==> src/rtl/dbg_pkg.sv <==
// =============================================================================
// dbg_pkg: shared states, opcodes and reply words for the debugger command path
// Revision: 1.0
// =============================================================================
`default_nettype none

package dbg_pkg;

   typedef enum logic [2:0] {
      S_IDLE     = 3'd0,
      S_GET_ADDR = 3'd1,
      S_GET_DATA = 3'd2,
      S_BUS      = 3'd3,
      S_RESP     = 3'd4
   } state_t;

   localparam logic [31:0] OP_READ  = 32'h0000_0001;
   localparam logic [31:0] OP_WRITE = 32'h0000_0002;
   localparam logic [31:0] OP_PING  = 32'h0000_0003;

   localparam logic [31:0] RESP_ACK = 32'h0000_00A5;
   localparam logic [31:0] RESP_NAK = 32'hFFFF_FFFF;

   // Inter-word gap in clocks: MHz * ms * 1000
   function automatic int timeout_cycles(input int clk_rate_mhz, input int gap_ms);
      return clk_rate_mhz * gap_ms * 1000;
   endfunction

endpackage

`default_nettype wire

==> src/rtl/dbg_cmd_parser_if.sv <==
// =============================================================================
// dbg_cmd_parser_if: UART word, memory bus and reply signals of the parser
// Revision: 1.0
// =============================================================================
`default_nettype none

interface dbg_cmd_parser_if;

   logic        rx_ready;
   logic [31:0] rx_word;
   logic        bus_req;
   logic        bus_we;
   logic [31:0] bus_addr;
   logic [31:0] bus_wdata;
   logic        bus_ack;
   logic [31:0] bus_rdata;
   logic        tx_busy;
   logic        tx_start;
   logic [31:0] tx_word;
   logic        drop;

   // Parser side: drives the memory request and the reply
   modport master (
      input  rx_ready, rx_word, bus_ack, bus_rdata, tx_busy,
      output bus_req, bus_we, bus_addr, bus_wdata, tx_start, tx_word, drop
   );

   // Environment side: UART receiver/transmitter and target memory
   modport slave (
      output rx_ready, rx_word, bus_ack, bus_rdata, tx_busy,
      input  bus_req, bus_we, bus_addr, bus_wdata, tx_start, tx_word, drop
   );

endinterface

`default_nettype wire

==> src/rtl/dbg_timeout_cnt.sv <==
// =============================================================================
// dbg_timeout_cnt: inter-word gap counter, expires after LIMIT enabled clocks
// Revision: 1.0
// =============================================================================
`default_nettype none

module dbg_timeout_cnt #(
   parameter int LIMIT = 1000
) (
   input  wire logic clk,
   input  wire logic rst_n,
   input  wire logic clear,
   input  wire logic enable,
   output logic      expired
);

   localparam int W = $clog2(LIMIT + 1);

   logic [W-1:0] cnt;

   // A clear in the expiry cycle suppresses expiry so an arriving word wins
   assign expired = enable && !clear && (cnt == W'(LIMIT - 1));

   always_ff @(posedge clk or negedge rst_n) begin
      if (!rst_n) begin
         cnt <= '0;
      end else if (clear || !enable) begin
         cnt <= '0;
      end else if (!expired) begin
         cnt <= cnt + W'(1);
      end
   end

endmodule

`default_nettype wire

==> src/rtl/dbg_cmd_parser.sv <==
// =============================================================================
// dbg_cmd_parser: assembles UART words into READ/WRITE/PING commands, runs them
// on the memory bus, returns one reply word. Option: DBG_CMD_TIMEOUT_EN.
// Revision: 1.0
// =============================================================================
`default_nettype none

module dbg_cmd_parser
   import dbg_pkg::*;
#(
   parameter int CLK_RATE     = -1,
   parameter int WORD_TIMEOUT = 500
) (
   input  wire logic        clk,
   input  wire logic        rst_n,
   dbg_cmd_parser_if.master dbg
);

   state_t      state;
   logic        bus_req_q;
   logic        bus_we_q;
   logic [31:0] bus_addr_q;
   logic [31:0] bus_wdata_q;
   logic [31:0] reply;
   logic [31:0] tx_word_q;
   logic        drop_q;
   logic        tx_fire;
   logic        timeout_expired;

`ifdef DBG_CMD_TIMEOUT_EN
   localparam int TIMEOUT_CYCLES = timeout_cycles(CLK_RATE, WORD_TIMEOUT);

   logic in_get;
   assign in_get = (state == S_GET_ADDR) || (state == S_GET_DATA);

   dbg_timeout_cnt #(
      .LIMIT (TIMEOUT_CYCLES)
   ) u_timeout (
      .clk     (clk),
      .rst_n   (rst_n),
      .clear   (dbg.rx_ready),
      .enable  (in_get),
      .expired (timeout_expired)
   );
`else
   logic unused_cfg;
   assign unused_cfg      = ^{CLK_RATE[0], WORD_TIMEOUT[0]};
   assign timeout_expired = 1'b0;
`endif

   assign tx_fire = (state == S_RESP) && !dbg.tx_busy;

   always_ff @(posedge clk or negedge rst_n) begin
      if (!rst_n) begin
         state       <= S_IDLE;
         bus_req_q   <= 1'b0;
         bus_we_q    <= 1'b0;
         bus_addr_q  <= '0;
         bus_wdata_q <= '0;
         reply       <= '0;
         tx_word_q   <= '0;
         drop_q      <= 1'b0;
      end else begin
         drop_q <= 1'b0;
         if (tx_fire) begin
            tx_word_q <= reply;
         end
         case (state)
            S_IDLE: begin
               if (dbg.rx_ready) begin
                  if ((dbg.rx_word == OP_READ) || (dbg.rx_word == OP_WRITE)) begin
                     bus_we_q <= (dbg.rx_word == OP_WRITE);
                     state    <= S_GET_ADDR;
                  end else if (dbg.rx_word == OP_PING) begin
                     reply <= RESP_ACK;
                     state <= S_RESP;
                  end else begin
                     reply <= RESP_NAK;
                     state <= S_RESP;
                  end
               end
            end
            S_GET_ADDR: begin
               if (dbg.rx_ready) begin
                  bus_addr_q <= dbg.rx_word;
                  if (bus_we_q) begin
                     state <= S_GET_DATA;
                  end else begin
                     bus_req_q <= 1'b1;
                     state     <= S_BUS;
                  end
               end else if (timeout_expired) begin
                  drop_q <= 1'b1;
                  state  <= S_IDLE;
               end
            end
            S_GET_DATA: begin
               if (dbg.rx_ready) begin
                  bus_wdata_q <= dbg.rx_word;
                  bus_req_q   <= 1'b1;
                  state       <= S_BUS;
               end else if (timeout_expired) begin
                  drop_q <= 1'b1;
                  state  <= S_IDLE;
               end
            end
            S_BUS: begin
               if (dbg.rx_ready) begin
                  drop_q <= 1'b1;
               end
               if (dbg.bus_ack) begin
                  bus_req_q <= 1'b0;
                  reply     <= bus_we_q ? RESP_ACK : dbg.bus_rdata;
                  state     <= S_RESP;
               end
            end
            S_RESP: begin
               if (dbg.rx_ready) begin
                  drop_q <= 1'b1;
               end
               if (!dbg.tx_busy) begin
                  state <= S_IDLE;
               end
            end
            default: state <= S_IDLE;
         endcase
      end
   end

   assign dbg.bus_req   = bus_req_q;
   assign dbg.bus_we    = bus_we_q;
   assign dbg.bus_addr  = bus_addr_q;
   assign dbg.bus_wdata = bus_wdata_q;
   assign dbg.tx_start  = tx_fire;
   // Present the new reply on the strobe cycle, hold it until the next strobe
   assign dbg.tx_word   = tx_fire ? reply : tx_word_q;
   assign dbg.drop      = drop_q;

endmodule

`default_nettype wire

==> src/flat_wrapper.sv <==
// flat-port wrapper written by rule: the top's interface ports become plain ports
module dbg_cmd_parser_flat import dbg_pkg::*;
#(
   parameter int CLK_RATE     = -1,
   parameter int WORD_TIMEOUT = 500
)
  (clk, rst_n, dbg_rx_ready, dbg_rx_word, dbg_bus_ack, dbg_bus_rdata, dbg_tx_busy, dbg_bus_req, dbg_bus_we, dbg_bus_addr, dbg_bus_wdata, dbg_tx_start, dbg_tx_word, dbg_drop);
  dbg_cmd_parser_if dbg_i ();
  input  wire logic clk;
  input  wire logic rst_n;
  input wire logic [$bits(dbg_i.rx_ready)-1:0] dbg_rx_ready;
  input wire logic [$bits(dbg_i.rx_word)-1:0] dbg_rx_word;
  input wire logic [$bits(dbg_i.bus_ack)-1:0] dbg_bus_ack;
  input wire logic [$bits(dbg_i.bus_rdata)-1:0] dbg_bus_rdata;
  input wire logic [$bits(dbg_i.tx_busy)-1:0] dbg_tx_busy;
  output wire logic [$bits(dbg_i.bus_req)-1:0] dbg_bus_req;
  output wire logic [$bits(dbg_i.bus_we)-1:0] dbg_bus_we;
  output wire logic [$bits(dbg_i.bus_addr)-1:0] dbg_bus_addr;
  output wire logic [$bits(dbg_i.bus_wdata)-1:0] dbg_bus_wdata;
  output wire logic [$bits(dbg_i.tx_start)-1:0] dbg_tx_start;
  output wire logic [$bits(dbg_i.tx_word)-1:0] dbg_tx_word;
  output wire logic [$bits(dbg_i.drop)-1:0] dbg_drop;
  assign dbg_i.rx_ready = dbg_rx_ready;
  assign dbg_i.rx_word = dbg_rx_word;
  assign dbg_i.bus_ack = dbg_bus_ack;
  assign dbg_i.bus_rdata = dbg_bus_rdata;
  assign dbg_i.tx_busy = dbg_tx_busy;
  assign dbg_bus_req = dbg_i.bus_req;
  assign dbg_bus_we = dbg_i.bus_we;
  assign dbg_bus_addr = dbg_i.bus_addr;
  assign dbg_bus_wdata = dbg_i.bus_wdata;
  assign dbg_tx_start = dbg_i.tx_start;
  assign dbg_tx_word = dbg_i.tx_word;
  assign dbg_drop = dbg_i.drop;
  dbg_cmd_parser #(.CLK_RATE(CLK_RATE), .WORD_TIMEOUT(WORD_TIMEOUT)) u_core (.clk(clk), .rst_n(rst_n), .dbg(dbg_i));
endmodule
==> config.mk <==
export PLATFORM = sky130hd
export DESIGN_NAME = dbg_cmd_parser_flat
export DESIGN_NICKNAME = d
export VERILOG_FILES = /design/src/rtl/dbg_pkg.sv /design/src/rtl/dbg_cmd_parser_if.sv /design/src/rtl/dbg_timeout_cnt.sv /design/src/rtl/dbg_cmd_parser.sv /design/src/flat_wrapper.sv
export SDC_FILE = /design/constraint.sdc
export NUM_CORES = 1
export LEC_CHECK = 0
export CAP_MARGIN = 20
export CORE_MARGIN = 4
export CORE_UTILIZATION = 40
export DETAILED_ROUTE_END_ITERATION = 8
export PLACE_DENSITY_LB_ADDON = 0.05
export SYNTH_ARGS = -nofsm -noshare
export SYNTH_HDL_FRONTEND = slang
export SYNTH_SLANG_ARGS = --single-unit
==> constraint.sdc <==
create_clock -name clk -period 2.3 [get_ports clk]
set_input_delay 0.46 -clock clk [delete_from_list [all_inputs] [get_ports clk]]
set_output_delay 0.46 -clock clk [all_outputs]
set_load 0.05 [all_outputs]
* After elaboration in Yosys (flattened, before gate mapping)
Cells that the tools add are included.
** Operators by class
- Equality and inequality tests :: 14
- Multiplexer cells :: 22
- Reductions and logical operators :: 13
** Operators with widths (count)
- two-way mux 32 bit :: 6
- equality test 32 x 2 -> 1 bit, second input constant :: 2
- case mux 32 bit (2 select lines) :: 1
- equality test 32 x 1 -> 1 bit, second input constant :: 1
- two-way mux 3 bit :: 6
- case mux 3 bit (5 select lines) :: 1
- inequality test 2 bit, second input constant :: 7
- AND reduction 5 bit :: 2
- two-way mux 1 bit :: 7
- equality test 3 x 2 -> 1 bit, second input constant :: 2
- AND reduction 2 bit :: 2
- AND reduction 4 bit :: 1
- equality test 3 x 1 -> 1 bit, second input constant :: 1
- equality test 3 bit, second input constant :: 1
- zero test 3 bit :: 1
- case mux 1 bit (3 select lines) :: 1
- AND reduction 3 bit :: 1
- nonzero test 3 bit :: 1
- nonzero test 2 bit :: 1
- OR reduction 2 bit :: 1
- logical AND 1 bit :: 1
- zero test 1 bit :: 1
- logical OR 1 bit :: 1
** Storage, ports and cells
- Register bits :: 134
- Logic and storage cells :: 57

* Logic depth before layout (Yosys ltp)
Gate-level depths: netlist of run 1.
- Depth after elaboration :: 5
- Mapped depth :: 7

* Worst setup path before layout of run 1
OpenSTA, ideal clock, no wires.
- Path kind :: register to output
- From :: reg u_core.state[1]
- To :: out dbg_tx_word[22]
- Arrival :: 2051 ps
- Slack :: -211 ps
- Cell stages (with the launch flop) :: 7
- Cells stage by stage :: dfrtp_1 buf_2 nor3b_1 nor2b_1 clkbuf_1 buf_2 mux2_2
** Between the ends
- Longest elaborated chain between the ends :: 3
** RTL lines
- start, declared :: line dbg_cmd_parser.sv:19 : state_t state;
- start signal, assigned :: line dbg_cmd_parser.sv:55 : state <= S_IDLE;
- start signal, assigned :: line dbg_cmd_parser.sv:73 : state <= S_GET_ADDR;
- start signal, assigned :: line dbg_cmd_parser.sv:76 : state <= S_RESP;
- equality test 3 bit :: line dbg_cmd_parser.sv:51 : assign tx_fire = (state == S_RESP) && !dbg.tx_busy;
- logical AND 1 bit :: line dbg_cmd_parser.sv:51
- net dbg_tx_start :: line flat_wrapper.sv:20 : output wire logic [$bits(dbg_i.tx_start)-1:0] dbg_tx_start;
- two-way mux 32 bit :: line dbg_cmd_parser.sv:136 : assign dbg.tx_word = tx_fire ? reply : tx_word_q;
- end, declared :: line flat_wrapper.sv:21 : output wire logic [$bits(dbg_i.tx_word)-1:0] dbg_tx_word;
The timed path passes the listed nets, and every way through them passes these cells.

* Worst setup path after layout of run 1
- From :: reg u_core.state[1]
- To :: out dbg_tx_word[30]
** Between the ends
- Longest elaborated chain between the ends :: 3
** RTL lines (line)
- equality test 3 bit :: dbg_cmd_parser.sv:51
- logical AND 1 bit :: dbg_cmd_parser.sv:51
- two-way mux 32 bit :: dbg_cmd_parser.sv:136
No other way between the ends.

==> results of run 1 <==
-- cell type report --
type                            count  share of cell area
Sequential cell                   134               0.399
Inverter                            3             0.00134
Timing Repair Buffer              209               0.256
Multi-Input combinational cell    202               0.252
Clock buffer                       25              0.0601
Clock inverter                      4             0.00536
Tap cell                          176              0.0262
-- power groups by stage --
stage / clock (uW) / sequential [uW] / combinational (uW)
floorplan: 0 / 2420 / 185
global placement: 0 / 2410 / 479
global route: 2680 / 2360 / 525
finish: 2510 / 2370 / 487
CTS: 2570 / 2370 / 491
detailed placement: 0 / 2410 / 483
-- worst register-to-register path, stage by stage, from the launching register on --
cell	delay [ns]
dfrtp_1	0.39
buf_4	0.18
or4b_4	0.56
and2_4	0.21
a41oi_4	0.23
buf_12	0.24
o32a_1	0.18
-- metal layers --
metal / track usage / up-vias / part of all wire
met3: 0.0495 / 13 / 0.055
met4: 0.0740 / 0 / 0.017
met1: 0.219 / 1916 / 0.42
li1: - / 1749 / -
met2: 0.295 / 110 / 0.51
met5: 0 / - / 0
-- stage by stage --
step	hold WS (ns)	TNS [ns]	area, sq um
floorplan	0.164	-1.48	5560
global placement	0.401	-6.47	7660
detailed placement	0.412	-7.34	7660
CTS	0.488	-4.77	8380
global route	0.496	-6.59	8410
finish	0.482	-3.35	8410
-- cells in the mapped netlist --
library cell and n:
nor2b_1 1, nand2_1 4, nand2b_1 1, inv_1 3, o32a_1 2, nand4b_1 1, mux2_1 1, nor4_1 7
a41o_1 1, nor4bb_1 1, a31o_2 2, nand4_1 1, buf_2 11, buf_4 3, a21oi_1 30, a221o_1 1
clkbuf_1 9, buf_6 5, or4b_4 1, o21ai_0 1, a311oi_1 1, nor3b_1 1, a2bb2oi_2 28, a41oi_4 1
and2_4 1, a31oi_1 3, o21a_1 2, nor2_1 7, nand3b_1 1, mux2_2 95, dfrtp_1 134, a22oi_1 1
and4_1 2, o32a_2 2, xor2_1 1, and2_1 1
-- what timing repair did --
item / CTS / global route
endpoints found under the hold margin: 39 / 0
gates cloned: 0 / 0
hold buffers: 1 / 0
buffers inserted: 0 / 0
resized for setup: 41 / 8
endpoints found under the setup margin: 32 / 32
-- flip-flops by register name, indices dropped and copies added (netlist names) --
register              cells
u_core.dbg.bus_we         1
u_core.dbg.drop           1
u_core.dbg.bus_wdata     32
u_core.state              3
u_core.dbg.bus_addr      32
u_core.dbg.bus_req        1
u_core.tx_word_q         32
u_core.reply             32
-- worst max path at each step --
stage / from / to / slack [ns] / depth (start not counted)
2_1_floorplan: u_core.state[1]$_DFFE_PN0P_ / dbg_tx_word[10] / -0.06 / 6
3_3_place_gp: dbg_rx_word[13] / u_core.reply[7]$_DFFE_PN0P_ / -0.20 / 7
3_5_place_dp: dbg_rx_word[13] / u_core.reply[0]$_DFFE_PN0P_ / -0.22 / 7
4_1_cts: u_core.state[1]$_DFFE_PN0P_ / dbg_tx_word[31] / -0.18 / 5
5_1_grt: u_core.state[1]$_DFFE_PN0P_ / dbg_tx_word[30] / -0.24 / 5
6_report: u_core.state[1]$_DFFE_PN0P_ / dbg_tx_word[30] / -0.14 / 5
-- cells by family after synthesis --
logic type,after synthesis,synth area share
DFF,134,0.605
muxes,96,0.195
AOI/OAI and AO/OA,75,0.132
buffers and inverters,31,0.0323
and+or+nand+nor,30,0.0332
xor gates and xnor gates,1,0.00158
==> impl_metrics.yaml, run 1 <==
timing:
  post-route-min-period_ns: 2.44
  worst_slack_ns: -0.142
  relSlewSlack: 0.633
  tightest_slew_ns: 0.548
  setup_violations: 32
  rsz0062_at_grt: "yes"
  period_share: 1.06
  fmax_mhz: 409
  hold_viol_final: 0
  skew_ns: 0.00528
  slew_violations: 0
synthesis:
  yosysTopAreaCellShare: 0.605
  yosys.area.top_type: "dfrtp_1"
  synth_cell_types: 36
  synth.area.top_cells: "dfrtp_1 61%, mux2_2 19%, a2bb2oi_2 7.6%"
  synth-seq-cells: 134
  synth.cell_area_sq_mm: 0.00554
  yosys_warnings: 0
  seq_area_frac_synth: 0.605
  synthesis.nets: 436
  syn-instance-count: 367
  avgSynthCellArea_sq_um: 15.1
floorplanning:
  fp.dieH_um: 126
  die_w_um: 126
  row_count: 42
  ios: 169
  start_util: 0.413
  fp.dieArea_sq_mm: 0.0158
  core_sq_mm: 0.0134
worst_setup_path:
  crit_slowest_cell: "dfrtp_1"
  cp.required_ns: 1.84
  path_max_fanout: 18
  reg2reg_from: "u_core.state[1]$_DFFE_PN0P_"
  cp.arrival_ns: 1.98
  critPathCaptureType: "output port"
  slowest_delay_ns: 0.39
  crit_type: "reg2out"
  crit_family: "simple AND/OR/NAND/NOR gates"
  cp_num_buf_inv: 2
  ff2ff_setup_slack_ns: 0.25
  crit_path_start_kind: "register"
  r2r_end: "u_core.reply[5]$_DFFE_PN0P_"
  rr_worst_depth: 6
  crit_chain: "nor3b_2, nor2b_4, buf_12, mux2_2, buf_6"
power:
  ir_drop_v: 0.000413
  switching_share: 0.212
  seq_power_share: 0.441
  p_sw_uw: 1140
  finalPower_uw: 5360
  power_density_mw_per_mm2: 638
  clkPwrFrac: 0.468
  p_int_uw: 4220
  p_comb_frac: 0.091
  leakage_uw: 0.00353
clock_network:
  cts_tree: "done"
  cts_buffer_depth: 2
  numCtsBuffers: 17
  clk_latency_ns: 0.41
  cts_htree_levels: 4
  clk_pin_slew_ns: 0.05
  cts_sinks: 134
  cts-root-buf: "clkbuf_16"
place:
  dp_hpwl_um: 9860
  place_ws_ns: -0.224
  placedCellCount: 723
  place.gp.congestion: 0.859
  numPortBuffers: 168
finish:
  synthToLayoutAreaGrowth_pct: 51.8
  multi_input_area_sq_mm: 0.00212
  stdcell_count: 753
  final_util: 0.627
  fillers: 1063
  seq_area_sq_mm: 0.00335
  fin_nets: 636
  n_antenna_cell: 0
  layout-drive-gt1-share: 0.407
  layout_common_cells: "134 x clkdlybuf4s50_1, 134 x dfrtp_1, 74 x mux2_2"
drt:
  vias: 3788
  drc: 0
  ant_nets: 0
  first_iter_violations: 130
  first_pass_iters: 5
  post_drt_wl_per_cell_um: 18.1
  wl_um: 13700
  via_per_inst: 5.03
min_path:
  hold_class: "reg2reg"
  min_path_cells: 1
  min-delay-start: "u_core.dbg.bus_wdata[4]$_DFFE_PN0P_"
  hold_end: "u_core.dbg.bus_wdata[4]$_DFFE_PN0P_"
grt:
  track_usage: 0.178
  grt_max_degree: 44
  grt_pass1_vias: 4221
  grt_pass1_wl_um: 22100
  gr-total-overflow: 0
  antenna_found_initial: 0
outcome:
  outcome: "complete, but fails checks"
  violations: "negative setup slack"
flow_run:
  drv_cap: 0
Note: power is estimated with default switching activity, not from simulation.
==> run 2: changes to the inputs <==
GPL_TIMING_DRIVEN = 0   (was not set)
==> impl_metrics.yaml, run 2 (synthesized netlist as in run 1, its figures left out) <==
outcome:
  outcome: "complete, but fails checks"
  violations: "negative setup slack"
place:
  place_ws_ns: -0.976
  place.gp.congestion: 0.768
  numPortBuffers: 168
  dp_hpwl_um: 9540
  placedCellCount: 712
grt:
  gr-total-overflow: 0
  grt_pass1_vias: 4112
  antenna_found_initial: 0
  grt_max_degree: 80
  grt_pass1_wl_um: 22700
  track_usage: 0.182
power:
  ir_drop_v: 0.000642
  leakage_uw: 0.00361
  power_density_mw_per_mm2: 644
finish:
  stdcell_count: 750
  layout-drive-gt1-share: 0.406
  final_util: 0.636
  fin_nets: 630
  final_common_cell: "clkdlybuf4s50_1"
  n_antenna_cell: 0
  synthToLayoutAreaGrowth_pct: 53.9
  layout_common_cells: "134 x clkdlybuf4s50_1, 132 x dfrtp_1, 63 x mux2_2"
timing:
  worst_slack_ns: -0.233
  setup_tns_ns: -6.45
  setup_violations: 32
  post-route-min-period_ns: 2.53
  relSlewSlack: 0.504
  skew_ns: 0.0153
  tightest_slew_ns: 0.743
  hold_viol_final: 0
  rsz0062_at_grt: "yes"
  slew_violations: 0
  period_share: 1.10
  fmax_mhz: 395
floorplanning:
  row_count: 42
  die_w_um: 126
  ios: 169
  start_util: 0.413
  fp.dieH_um: 126
  fp.dieArea_sq_mm: 0.0158
  core_sq_mm: 0.0134
worst_setup_path:
  crit_chain: "nor3b_4, nor2b_4, buf_12, clkbuf_16, mux2_4, buf_8"
  cp_num_buf_inv: 3
  cp.arrival_ns: 2.07
  path_max_fanout: 7
  crit_path_start_kind: "register"
  crit_type: "reg2out"
  crit_family: "buffers and inverters"
  cp.required_ns: 1.84
  crit_slowest_cell: "dfrtp_2"
  critPathCaptureType: "output port"
  slowest_delay_ns: 0.43
flow_run:
  drv_cap: 0
clock_network:
  ctsHoldBuffers: 0
  cts_tree: "done"
  numCtsBuffers: 17
  cts-root-buf: "clkbuf_16"
  clk_latency_ns: 0.42
  cts_sinks: 134
  cts_buffer_depth: 2
  clk_pin_slew_ns: 0.05
  cts_htree_levels: 4
drt:
  vias: 3805
  wl_um: 13900
  first_iter_violations: 136
  post_drt_wl_per_cell_um: 18.5
  drc: 0
  ant_nets: 0
  via_per_inst: 5.07
  first_pass_iters: 4
min_path:
  hold_class: "in2async"
## run 2: cell types whose count changed in the layout (fill, tap and decap cells not counted), sizes merged
cell         previous run  this run
clkinv                  3         5
dlygate4sd3             1         0
clkbuf                 25        32
buf                    74        61
clkinvlp                0         2
## run 2: path summary, 6_finish.rpt
check / startpoint / to / slack (ns) / depth (start not counted)
max: u_core.state[1]$_DFFE_PN0P_ / dbg_tx_word[21] / -0.23 / 6
min: rst_n / u_core.dbg.bus_wdata[13]$_DFFE_PN0P_ / 0.08 / 1
max reg2reg: u_core.state[0]$_DFFE_PN0P_ / u_core.reply[29]$_DFFE_PN0P_ / 0.16 / 7
min reg2reg: u_core.dbg.bus_wdata[4]$_DFFE_PN0P_ / u_core.dbg.bus_wdata[4]$_DFFE_PN0P_ / 0.49 / 1
max in group asynchronous: rst_n / u_core.state[1]$_DFFE_PN0P_ / 1.48 / 2
min in group clk: u_core.dbg.bus_wdata[4]$_DFFE_PN0P_ / u_core.dbg.bus_wdata[4]$_DFFE_PN0P_ / 0.49 / 1
## run 2: power breakdown
part | switching, uW | internal [uW]
Sequential | 2.73 | 2360
Combinational | 241 | 274
Clock | 962 | 1650
## run 2: through the flow
stage	hold slack, ns	instance area [sq um]	power, uW
3_3_place_gp	0.470	7470	2830
3_5_place_dp	0.476	7490	2840
6_report	0.0761	8530	5490
4_1_cts	0.108	8350	5530
5_1_grt	0.117	8530	5730
2_1_floorplan	0.164	5560	2600
## run 2: layout make-up
type	instances	area (sq um)
Fill cell	1066	4870
Tap cell	176	220
Clock buffer	24	512
Sequential cell	134	3360
Inverter	3	11.3
Buffer	24	200
Multi-Input combinational cell	202	2160
Timing Repair Buffer	179	2000
Clock inverter	8	70.1
## run 2: timing repair
item                                    CTS  global route
gates cloned                              1             2
setup buffers                             5             2
pin swaps                                 1             1
resized for setup                       277            37
endpoints found under the setup margin   53            53
## run 2: routing by layer
layer | routed length (um) | global-route usage | up-vias
met2 | 6870 | 0.284 | 106
met4 | 136 | 0.0510 | 0
li1 | - | - | 1746
met3 | 792 | 0.0639 | 13
met1 | 6100 | 0.244 | 1940
met5 | 0 | 0 | -
==> run 3: changes to the inputs <==
CORE_MARGIN = not set   (was 4)
==> impl_metrics.yaml, run 3 (synthesized netlist as in run 1, its figures left out) <==
floorplanning:
  fp.dieArea_sq_mm: 0.0143
  ios: 169
  fp.dieH_um: 120
  die_w_um: 120
  start_util: 0.415
  core_sq_mm: 0.0133
  row_count: 42
place:
  place.gp.congestion: 0.750
  placedCellCount: 712
  dp_hpwl_um: 8780
  numPortBuffers: 168
timing:
  post-route-min-period_ns: 2.56
  worst_slack_ns: -0.258
  skew_ns: 0.0113
  setup_tns_ns: -7.43
  period_share: 1.11
  tightest_slew_ns: 0.624
  rsz0062_at_grt: "yes"
  slew_violations: 0
  setup_violations: 32
  fmax_mhz: 391
  relSlewSlack: 0.584
  hold_viol_final: 0
worst_setup_path:
  ff2ff_setup_slack_ns: 0.09
  cp.required_ns: 1.84
  crit_path_start_kind: "register"
  crit_type: "reg2out"
  cp.arrival_ns: 2.10
  r2r_end: "u_core.reply[28]$_DFFE_PN0P_"
  critPathCaptureType: "output port"
  reg2reg_from: "u_core.state[0]$_DFFE_PN0P_"
  rr_worst_depth: 8
  path_max_fanout: 8
drt:
  first_pass_iters: 5
  ant_nets: 0
  drc: 0
  post_drt_wl_per_cell_um: 17.0
  vias: 3798
  wl_um: 12800
  via_per_inst: 5.05
  first_iter_violations: 131
clock_network:
  ctsHoldBuffers: 0
  cts-root-buf: "clkbuf_16"
  numCtsBuffers: 17
  cts_sinks: 134
  cts_htree_levels: 4
  clk_pin_slew_ns: 0.06
  clk_latency_ns: 0.42
  cts_buffer_depth: 2
  cts_tree: "done"
grt:
  grt_max_degree: 71
  antenna_found_initial: 0
  grt_pass1_wl_um: 20400
  gr-total-overflow: 0
  track_usage: 0.188
  grt_pass1_vias: 3869
finish:
  fin_nets: 634
  n_antenna_cell: 0
  seq_area_sq_mm: 0.00335
  layout_common_cells: "134 x clkdlybuf4s50_1, 133 x dfrtp_1, 63 x mux2_2"
  stdcell_count: 752
  fillers: 1036
  final_common_cell: "clkdlybuf4s50_1"
  layout-drive-gt1-share: 0.399
  synthToLayoutAreaGrowth_pct: 53.6
  multi_input_area_sq_mm: 0.00216
flow_run:
  drv_cap: 0
power:
  power_density_mw_per_mm2: 632
  ir_drop_v: 0.000472
  leakage_uw: 0.00361
min_path:
  hold_class: "in2async"
outcome:
  violations: "negative setup slack"
  outcome: "complete, but fails checks"
run 3: cell types whose count changed in the layout (fill, tap and decap cells not counted), sizes merged:
| cell | delta |
|---|---|
| buf | +4 |
| clkbuf | +2 |
| clkinv | -2 |
| clkinvlp | -2 |
run 3: power by group:
group	switching, uW	internal, uW
combinational	232	271
clock	916	1580
sequential	6.18	2370
run 3: worst max path at each step:
stage / from / to / slack [ns]
after floorplan: u_core.state[1]$_DFFE_PN0P_ / dbg_tx_word[10] / -0.06
after global routing: u_core.state[1]$_DFFE_PN0P_ / dbg_tx_word[4] / -0.34
after detailed placement: u_core.state[1]$_DFFE_PN0P_ / dbg_tx_word[12] / -0.96
final: u_core.state[1]$_DFFE_PN0P_ / dbg_tx_word[4] / -0.26
after CTS: u_core.state[0]$_DFFE_PN0P_ / dbg_tx_word[4] / -0.32
after global placement: rst_n / u_core.tx_word_q[8]$_DFF_PN0_ / -4.52
run 3: what timing repair did:
| action | in CTS | in global routing |
|---|---|---|
| setup endpoints to repair | 53 | 54 |
| cloned | 1 | 2 |
| buffers inserted | 7 | 2 |
| resized for setup | 270 | 40 |
| pin swaps | 1 | 1 |
run 3: worst max-delay path, cell delays in order, from the launching register on:
cell and delay [ns]:
dfrtp_1 0.38, buf_6 0.13, nor3b_4 0.20, nor2b_4 0.19, buf_12 0.16, clkbuf_16 0.16, mux2_4 0.32, buf_6 0.16
run 3: per-stage QoR:
stage               total power (uW)  utilization  setup slack (ns)  hold WS, ns  instance area (sq um)
finish                          5370        0.637            -0.258       0.0393                   8510
global placement                2830        0.559             -4.52        0.470                   7470
global route                    5550        0.637            -0.336       0.0845                   8510
CTS                             5390        0.621            -0.324       0.0518                   8290
floorplan                       2600            -           -0.0616        0.164                   5560
detailed placement              2840        0.561            -0.960        0.478                   7490
run 3: cell type report:
class	instances	share of cell area
timing repair buffer	181	0.234
clock inverter	4	0.00530
clock buffer	26	0.0587
tap	176	0.0259
sequential	134	0.394
inverter	3	0.00132
buffer	26	0.0262
multi-input combinational	202	0.254
run 3: metal layers:
layer	part of all wire	routed length (um)	GRT usage	vias up
li1	-	-	-	1757
met1	0.45	5720	0.246	1905
met4	0.026	338	0.0961	0
met5	0	0	0	-
met3	0.053	675	0.0504	24
met2	0.47	6040	0.288	112
